`config.mk`:
```
export PLATFORM = sky130hd
export DESIGN_NAME = vga_plot_arbiter_flat
export DESIGN_NICKNAME = d
export VERILOG_FILES = /design/src/rtl/vga_pkg.sv /design/src/rtl/vga_plot_arbiter_if.sv /design/src/rtl/vga_plot_arbiter_rr_pick.sv /design/src/rtl/vga_plot_arbiter.sv /design/src/flat_wrapper.sv
export SDC_FILE = /design/constraint.sdc
export NUM_CORES = 1
export LEC_CHECK = 0
export BUFFER_PORTS_ARGS = -buffer_cell sky130_fd_sc_hd__buf_2
export CORE_UTILIZATION = 51
export CTS_BUF_LIST = sky130_fd_sc_hd__clkbuf_8
export DETAILED_ROUTE_END_ITERATION = 16
export PLACE_DENSITY = 0.95
export SLEW_MARGIN = 40
export SYNTH_ARGS = -nofsm -noshare
export SYNTH_HDL_FRONTEND = slang
export SYNTH_SLANG_ARGS = --single-unit
```
`constraint.sdc`:
```
create_clock -name clk -period 5 [get_ports clk]
set_input_delay 0.5 -clock clk [delete_from_list [all_inputs] [get_ports clk]]
set_output_delay 0.5 -clock clk [all_outputs]
set_load 0.02 [all_outputs]
```
`src/rtl/vga_pkg.sv`:
```
// Shared constants and state encoding for the VGA pixel-write arbiter.
package vga_pkg;

   localparam int unsigned H_RES_320 = 320;
   localparam int unsigned V_RES_240 = 240;
   localparam int unsigned X_W       = 9;
   localparam int unsigned Y_W       = 8;
   localparam int unsigned COLOUR_W  = 3;

   typedef enum logic {
      IDLE,
      GRANT
   } arb_state_t;

endpackage

```
`src/rtl/vga_plot_arbiter_if.sv`:
```
// Engine-side request/pixel bus and adapter-side pixel port of the plot arbiter.
interface vga_plot_arbiter_if #(
   parameter int unsigned NUM_REQ = 4
);

   logic [NUM_REQ-1:0]                   req;
   logic [NUM_REQ-1:0]                   valid;
   logic [vga_pkg::X_W*NUM_REQ-1:0]      x_in;
   logic [vga_pkg::Y_W*NUM_REQ-1:0]      y_in;
   logic [vga_pkg::COLOUR_W*NUM_REQ-1:0] colour_in;
   logic [NUM_REQ-1:0]                   gnt;
   logic [vga_pkg::X_W-1:0]              x_out;
   logic [vga_pkg::Y_W-1:0]              y_out;
   logic [vga_pkg::COLOUR_W-1:0]         colour_out;
   logic                                 plot;

   modport master (
      output req, valid, x_in, y_in, colour_in,
      input  gnt, x_out, y_out, colour_out, plot
   );

   modport slave (
      input  req, valid, x_in, y_in, colour_in,
      output gnt, x_out, y_out, colour_out, plot
   );

endinterface

```
`src/rtl/vga_plot_arbiter_rr_pick.sv`:
```
// Combinational round-robin selector: first asserted req at or above rr_ptr, wrapping.
module rr_pick #(
   parameter  int unsigned NUM_REQ = 4,
   localparam int unsigned IW      = $clog2(NUM_REQ)
) (
   input  logic [NUM_REQ-1:0] req,
   input  logic [IW-1:0]      rr_ptr,
   output logic [IW-1:0]      sel,
   output logic               any_req
);

   always_comb begin
      int unsigned idx;
      idx     = '0;
      sel     = '0;
      any_req = 1'b0;
      for (int unsigned i = 0; i < NUM_REQ; i++) begin
         idx = int'(rr_ptr) + i;
         if (idx >= NUM_REQ) idx = idx - NUM_REQ;
         if (!any_req && req[idx]) begin
            any_req = 1'b1;
            sel     = IW'(idx);
         end
      end
   end

endmodule

```
`src/rtl/vga_plot_arbiter.sv`:
```
// Round-robin burst arbiter sharing the vga_adapter pixel-write port between engines.
// Optional range clipping of accepted pixels is enabled by defining VGA_PLOT_CLIP_EN.
module vga_plot_arbiter
   import vga_pkg::*;
#(
   parameter  int unsigned NUM_REQ   = 4,
   parameter  int unsigned MAX_BURST = 256,
   parameter  int unsigned H_RES     = H_RES_320,
   parameter  int unsigned V_RES     = V_RES_240,
   localparam int unsigned OW        = $clog2(NUM_REQ)
) (
   input  logic                 clk,
   input  logic                 reset,
   vga_plot_arbiter_if.slave    bus,
   output logic                 busy,
   output logic [OW-1:0]        owner,
   output logic [15:0]          clip_cnt
);

   localparam int unsigned BW = $clog2(MAX_BURST) + 1;

   if (NUM_REQ < 2 || NUM_REQ > 8 || H_RES > 512 || V_RES > 256) begin : g_param_check
      $error("vga_plot_arbiter: parameter out of range");
   end

   arb_state_t          state_q, state_d;
   logic [NUM_REQ-1:0]  gnt_q, gnt_d;
   logic [OW-1:0]       owner_q, owner_d;
   logic [OW-1:0]       rr_ptr_q, rr_ptr_d;
   logic [BW-1:0]       burst_cnt_q, burst_cnt_d;
   logic                plot_q, plot_d;
   logic [X_W-1:0]      x_q, x_d;
   logic [Y_W-1:0]      y_q, y_d;
   logic [COLOUR_W-1:0] c_q, c_d;

   logic [OW-1:0]       sel;
   logic                any_req;
   logic                own_req, own_valid, others_req;
   logic                accept, burst_last, rel, clipped;
   logic [X_W-1:0]      px;
   logic [Y_W-1:0]      py;
   logic [COLOUR_W-1:0] pc;

   rr_pick #(.NUM_REQ(NUM_REQ)) u_rr_pick (
      .req     (bus.req),
      .rr_ptr  (rr_ptr_q),
      .sel     (sel),
      .any_req (any_req)
   );

   assign own_req    = bus.req[owner_q];
   assign own_valid  = bus.valid[owner_q];
   // gnt_q is onehot(owner) while granted, so masking with it isolates competitors
   assign others_req = |(bus.req & ~gnt_q);
   assign px         = bus.x_in[owner_q*X_W +: X_W];
   assign py         = bus.y_in[owner_q*Y_W +: Y_W];
   assign pc         = bus.colour_in[owner_q*COLOUR_W +: COLOUR_W];
   assign accept     = (state_q == GRANT) && gnt_q[owner_q] && own_req && own_valid;
   assign burst_last = (burst_cnt_q == BW'(MAX_BURST - 1));
   assign rel        = (state_q == GRANT) &&
                       (!own_req || (accept && burst_last && others_req));

`ifdef VGA_PLOT_CLIP_EN
   logic [15:0] clip_q;

   assign clipped  = (32'(px) >= H_RES) || (32'(py) >= V_RES);
   assign clip_cnt = clip_q;

   always_ff @(posedge clk) begin
      if (reset)
         clip_q <= '0;
      else if (accept && clipped && clip_q != '1)
         clip_q <= clip_q + 1'b1;
   end
`else
   assign clipped  = 1'b0;
   assign clip_cnt = '0;
`endif

   always_ff @(posedge clk) begin
      if (reset) state_q <= IDLE;
      else       state_q <= state_d;
   end

   always_comb begin
      state_d = state_q;
      unique case (state_q)
         IDLE:    if (any_req) state_d = GRANT;
         GRANT:   if (rel)     state_d = IDLE;
         default:              state_d = IDLE;
      endcase
   end

   always_comb begin
      gnt_d       = gnt_q;
      owner_d     = owner_q;
      rr_ptr_d    = rr_ptr_q;
      burst_cnt_d = burst_cnt_q;
      plot_d      = 1'b0;
      x_d         = x_q;
      y_d         = y_q;
      c_d         = c_q;
      unique case (state_q)
         IDLE: begin
            if (any_req) begin
               gnt_d       = '0;
               gnt_d[sel]  = 1'b1;
               owner_d     = sel;
               burst_cnt_d = '0;
            end
         end
         GRANT: begin
            if (accept) begin
               // an uncontested burst simply restarts its count and keeps the port
               burst_cnt_d = (burst_last && !others_req) ? '0 : burst_cnt_q + 1'b1;
               if (!clipped) begin
                  plot_d = 1'b1;
                  x_d    = px;
                  y_d    = py;
                  c_d    = pc;
               end
            end
            if (rel) begin
               gnt_d    = '0;
               rr_ptr_d = (owner_q == OW'(NUM_REQ - 1)) ? '0 : owner_q + 1'b1;
            end
         end
         default: gnt_d = '0;
      endcase
   end

   always_ff @(posedge clk) begin
      if (reset) begin
         gnt_q       <= '0;
         owner_q     <= '0;
         rr_ptr_q    <= '0;
         burst_cnt_q <= '0;
         plot_q      <= 1'b0;
         x_q         <= '0;
         y_q         <= '0;
         c_q         <= '0;
      end else begin
         gnt_q       <= gnt_d;
         owner_q     <= owner_d;
         rr_ptr_q    <= rr_ptr_d;
         burst_cnt_q <= burst_cnt_d;
         plot_q      <= plot_d;
         x_q         <= x_d;
         y_q         <= y_d;
         c_q         <= c_d;
      end
   end

   assign bus.gnt        = gnt_q;
   assign bus.plot       = plot_q;
   assign bus.x_out      = x_q;
   assign bus.y_out      = y_q;
   assign bus.colour_out = c_q;
   assign busy           = (state_q == GRANT);
   assign owner          = owner_q;

endmodule
```
`src/flat_wrapper.sv`:
```
// flat-port wrapper written by rule: the top's interface ports become plain ports
module vga_plot_arbiter_flat import vga_pkg::*;
#(
   parameter  int unsigned NUM_REQ   = 4,
   parameter  int unsigned MAX_BURST = 256,
   parameter  int unsigned H_RES     = H_RES_320,
   parameter  int unsigned V_RES     = V_RES_240,
   localparam int unsigned OW        = $clog2(NUM_REQ)
)
  (clk, reset, busy, owner, clip_cnt, bus_req, bus_valid, bus_x_in, bus_y_in, bus_colour_in, bus_gnt, bus_x_out, bus_y_out, bus_colour_out, bus_plot);
  vga_plot_arbiter_if #(.NUM_REQ(NUM_REQ)) bus_i ();
  input  logic clk;
  input  logic reset;
  output logic busy;
  output logic [OW-1:0] owner;
  output logic [15:0] clip_cnt;
  input wire logic [$bits(bus_i.req)-1:0] bus_req;
  input wire logic [$bits(bus_i.valid)-1:0] bus_valid;
  input wire logic [$bits(bus_i.x_in)-1:0] bus_x_in;
  input wire logic [$bits(bus_i.y_in)-1:0] bus_y_in;
  input wire logic [$bits(bus_i.colour_in)-1:0] bus_colour_in;
  output wire logic [$bits(bus_i.gnt)-1:0] bus_gnt;
  output wire logic [$bits(bus_i.x_out)-1:0] bus_x_out;
  output wire logic [$bits(bus_i.y_out)-1:0] bus_y_out;
  output wire logic [$bits(bus_i.colour_out)-1:0] bus_colour_out;
  output wire logic [$bits(bus_i.plot)-1:0] bus_plot;
  assign bus_i.req = bus_req;
  assign bus_i.valid = bus_valid;
  assign bus_i.x_in = bus_x_in;
  assign bus_i.y_in = bus_y_in;
  assign bus_i.colour_in = bus_colour_in;
  assign bus_gnt = bus_i.gnt;
  assign bus_x_out = bus_i.x_out;
  assign bus_y_out = bus_i.y_out;
  assign bus_colour_out = bus_i.colour_out;
  assign bus_plot = bus_i.plot;
  vga_plot_arbiter #(.NUM_REQ(NUM_REQ), .MAX_BURST(MAX_BURST), .H_RES(H_RES), .V_RES(V_RES)) u_core (.clk(clk), .reset(reset), .bus(bus_i), .busy(busy), .owner(owner), .clip_cnt(clip_cnt));
endmodule
```
==> impl_metrics.ini <==
[run_status]
status = completed

[die]
coreArea_sq_um = 4880
initial_core_util_pct = 54.8
die_area_sq_um = 5540
die_y_um = 74.4
dieWidth_um = 74.4
pin_count = 134
rows = 25

[timing]
relSlewSlack_pct = 47.9
slew_viol_final = 0
finalHoldViolCount = 0
finalClockSkew_ns = 0.00333
min_period_ns = 2.72
layout_setup_ws_ns = 2.28
period_share_pct = 54.3
worst_pin_slew_ns = 0.781
setup_viol = 0
finalSetupTns_ns = 0
rsz0062_at_grt = no
clock.fmax_mhz = 368
whs_ns = 0.480

[worst_setup_path]
crit_chain = buf_4, mux2i_1, o22ai_4, o2111ai_1, o311ai_1
worstPathArrival_ns = 2.93
cp.buffers_inverters = 1
cp_max_fo = 25
crit_type = register to register
end_kind = register
required_ns = 5.21
critPathLaunchType = register
cp_top_family = compound AO/OA/AOI/OAI gates
cpPeakStageDelay_ns = 0.77
cpMaxStageDelayCell = dfxtp_1
r2r_cells = 5
path_depth = 5

[final_layout]
nets = 481
syn_to_final_growth_pct = 23.8
design_area_sq_um = 3310
final_util_pct = 67.8
layout-drive-gt1-share_pct = 40.6
antenna-diode-count = 0

[clocking]
htreeDepth = 2
cts_resized = 0
clock_sinks = 39
cts_buffer_depth = 2
clockRootBuffer = clkbuf_8
clkLatencyLatePin_ns = 0.30
cts_inserted_buffers = 5
clkTransAtPathRegs_ns = 0.08
cts_tree = done
cts_setup_buffers = 0
ctsHoldBuffers = 0

[pwr]
ir_worst_vdd_mv = 0.184
p_switching_uw = 243
switching_share_pct = 30.0
p_comb_share_pct = 23.3
powerDensity_nw_per_um2 = 244
clockPowerShare_pct = 34.6
internal-power_uw = 566
power.leakage_nw = 1.31
power_frac_seq_pct = 42.1

[place]
port_buffers = 117
gp_congestion = 0.898
post-dp-hpwl_um = 5560
place_ws_ns = 2.12
placed_area_sq_um = 3190

[detailed_routing]
dr.pass1.iters = 5
initialDrtViolationCount = 323
drt-total-wl_um = 8090
wl_per_cell_um = 17.8
drtAntennaViolNets = 0
drc = 0
via_per_inst = 6.32
num_vias = 2884

[logic_synthesis]
yosys_register_bits = 39
synth_area_sq_um = 2670
postSynthAreaPerCell_sq_um = 9.28
synth_cell_types = 44
yosys_warnings = 0
syn_inst = 288
synth-edff-count = 0
ys_async_sr_fraction_pct = 0
yosysSeqAreaShare_pct = 29.2
ys.flop_type = dfxtp_1

[run]
drv_cap = 0

[hold_path]
whs_path_depth = 2
hp-class = register to register

[global_route]
grt_pass1_vias = 2608
overflow = 0
antenna_found_initial = 0
grt_max_degree = 42
track_usage_pct = 28.6
grt_pass1_wl_um = 12000
[worst register-to-register path: stages, from the launching register on]
cell and delay, ns:
dfxtp_1 0.77, buf_4 0.35, mux2i_1 0.18, o22ai_4 0.61, o2111ai_1 0.38, o311ai_1 0.33
[logic make-up after synthesis]
family / count (synthesis) / share of synthesized area (%)
muxes: 28 / 21.4
DFF: 39 / 29.2
AOI/OAI and AO/OA: 84 / 21.6
and+or+nand+nor: 87 / 16.7
buffers and inverters: 46 / 9.55
adders and majority gates: 3 / 1.40
other: 1 / 0.140
[through the flow]
step                      cells  power [mW]
final                       456       0.809
after global routing        456       0.835
after CTS                   456       0.803
after detailed placement    448       0.531
after global placement      448       0.523
after floorplan             303       0.478
[layer usage]
metal	vias to the layer above	share of wire [%]	wire (um)	GRT usage [%]
met4	0	2.5	199	14.0
li1	1278	-	-	-
met2	203	51	4120	46.7
met5	-	0	0	0
met3	25	8.6	698	5.42
met1	1378	38	3080	36.4
[state kept, by name (all words and copies together) (netlist names)]
name and count:
u_core.bus.colour_out 3, u_core.bus.plot 1, u_core.bus.x_out 9, u_core.rr_ptr_q 2
u_core.busy 1, u_core.owner 2, u_core.bus.gnt 4, u_core.bus.y_out 8
u_core.burst_cnt_q 9
[worst paths after layout]
kind | from | end | slack [ns]
hold reg to reg | u_core.bus.y_out[3] | u_core.bus.y_out[3] | 0.48
setup / recovery | u_core.owner[1] | u_core.burst_cnt_q[2] | 2.28
setup reg to reg | u_core.owner[1] | u_core.burst_cnt_q[2] | 2.28
hold / removal | u_core.bus.y_out[3] | u_core.bus.y_out[3] | 0.48
[cell usage after synthesis, types with 3 or more instances]
cell       count  area (sq um)
o32ai_1        3          26.3
o2111ai_1     10          87.6
o211ai_1      13          97.6
nor2_1        11          41.3
mux2i_1        4          40.0
nor2b_1        6          37.5
inv_1          5          18.8
nor3_1         5          25.0
mux4_2        23           518
dfxtp_1       39           781
a32o_1         4          40.0
o21ai_0       21           105
nand2_1       15          56.3
clkbuf_1      15          56.3
nand3_1       26           130
nor4_1         3          18.8
buf_4         16           120
ha_1           3          37.5
and2_1         4          25.0
buf_2          6          30.0
nand2b_1       7          43.8
a21oi_1       23           115
[cell usage in the layout, fill, tap and decap left out, types with 5 or more instances in the layout]
master and count:
nor2b_1 6, nor2_1 11, nand2_1 15, nand2b_1 7
dfxtp_1 38, clkbuf_8 6, a21oi_1 23, buf_2 117
nand3_1 26, mux4_2 23, inv_1 5, o211ai_1 13
o21ai_0 21, conb_1 16, nor3_1 5, o2111ai_1 9
[final cells by class]
class,count,area (sq um)
Fill cell,378,1570
Inverter,6,22.5
Tap cell,67,83.8
Sequential cell,39,785
Clock inverter,2,35.0
Clock buffer,6,82.6
Multi-Input combinational cell,218,1710
Timing Repair Buffer,118,593
[power groups by stage]
stage          logic, mW  clock network (mW)  registers, mW
2_1_floorplan      0.138                   0          0.340
3_3_place_gp       0.177                   0          0.346
3_5_place_dp       0.183                   0          0.348
4_1_cts            0.184               0.278          0.341
5_1_grt            0.201               0.291          0.343
6_report           0.188               0.280          0.340
No activity file was read; power rests on OpenSTA's default activity.
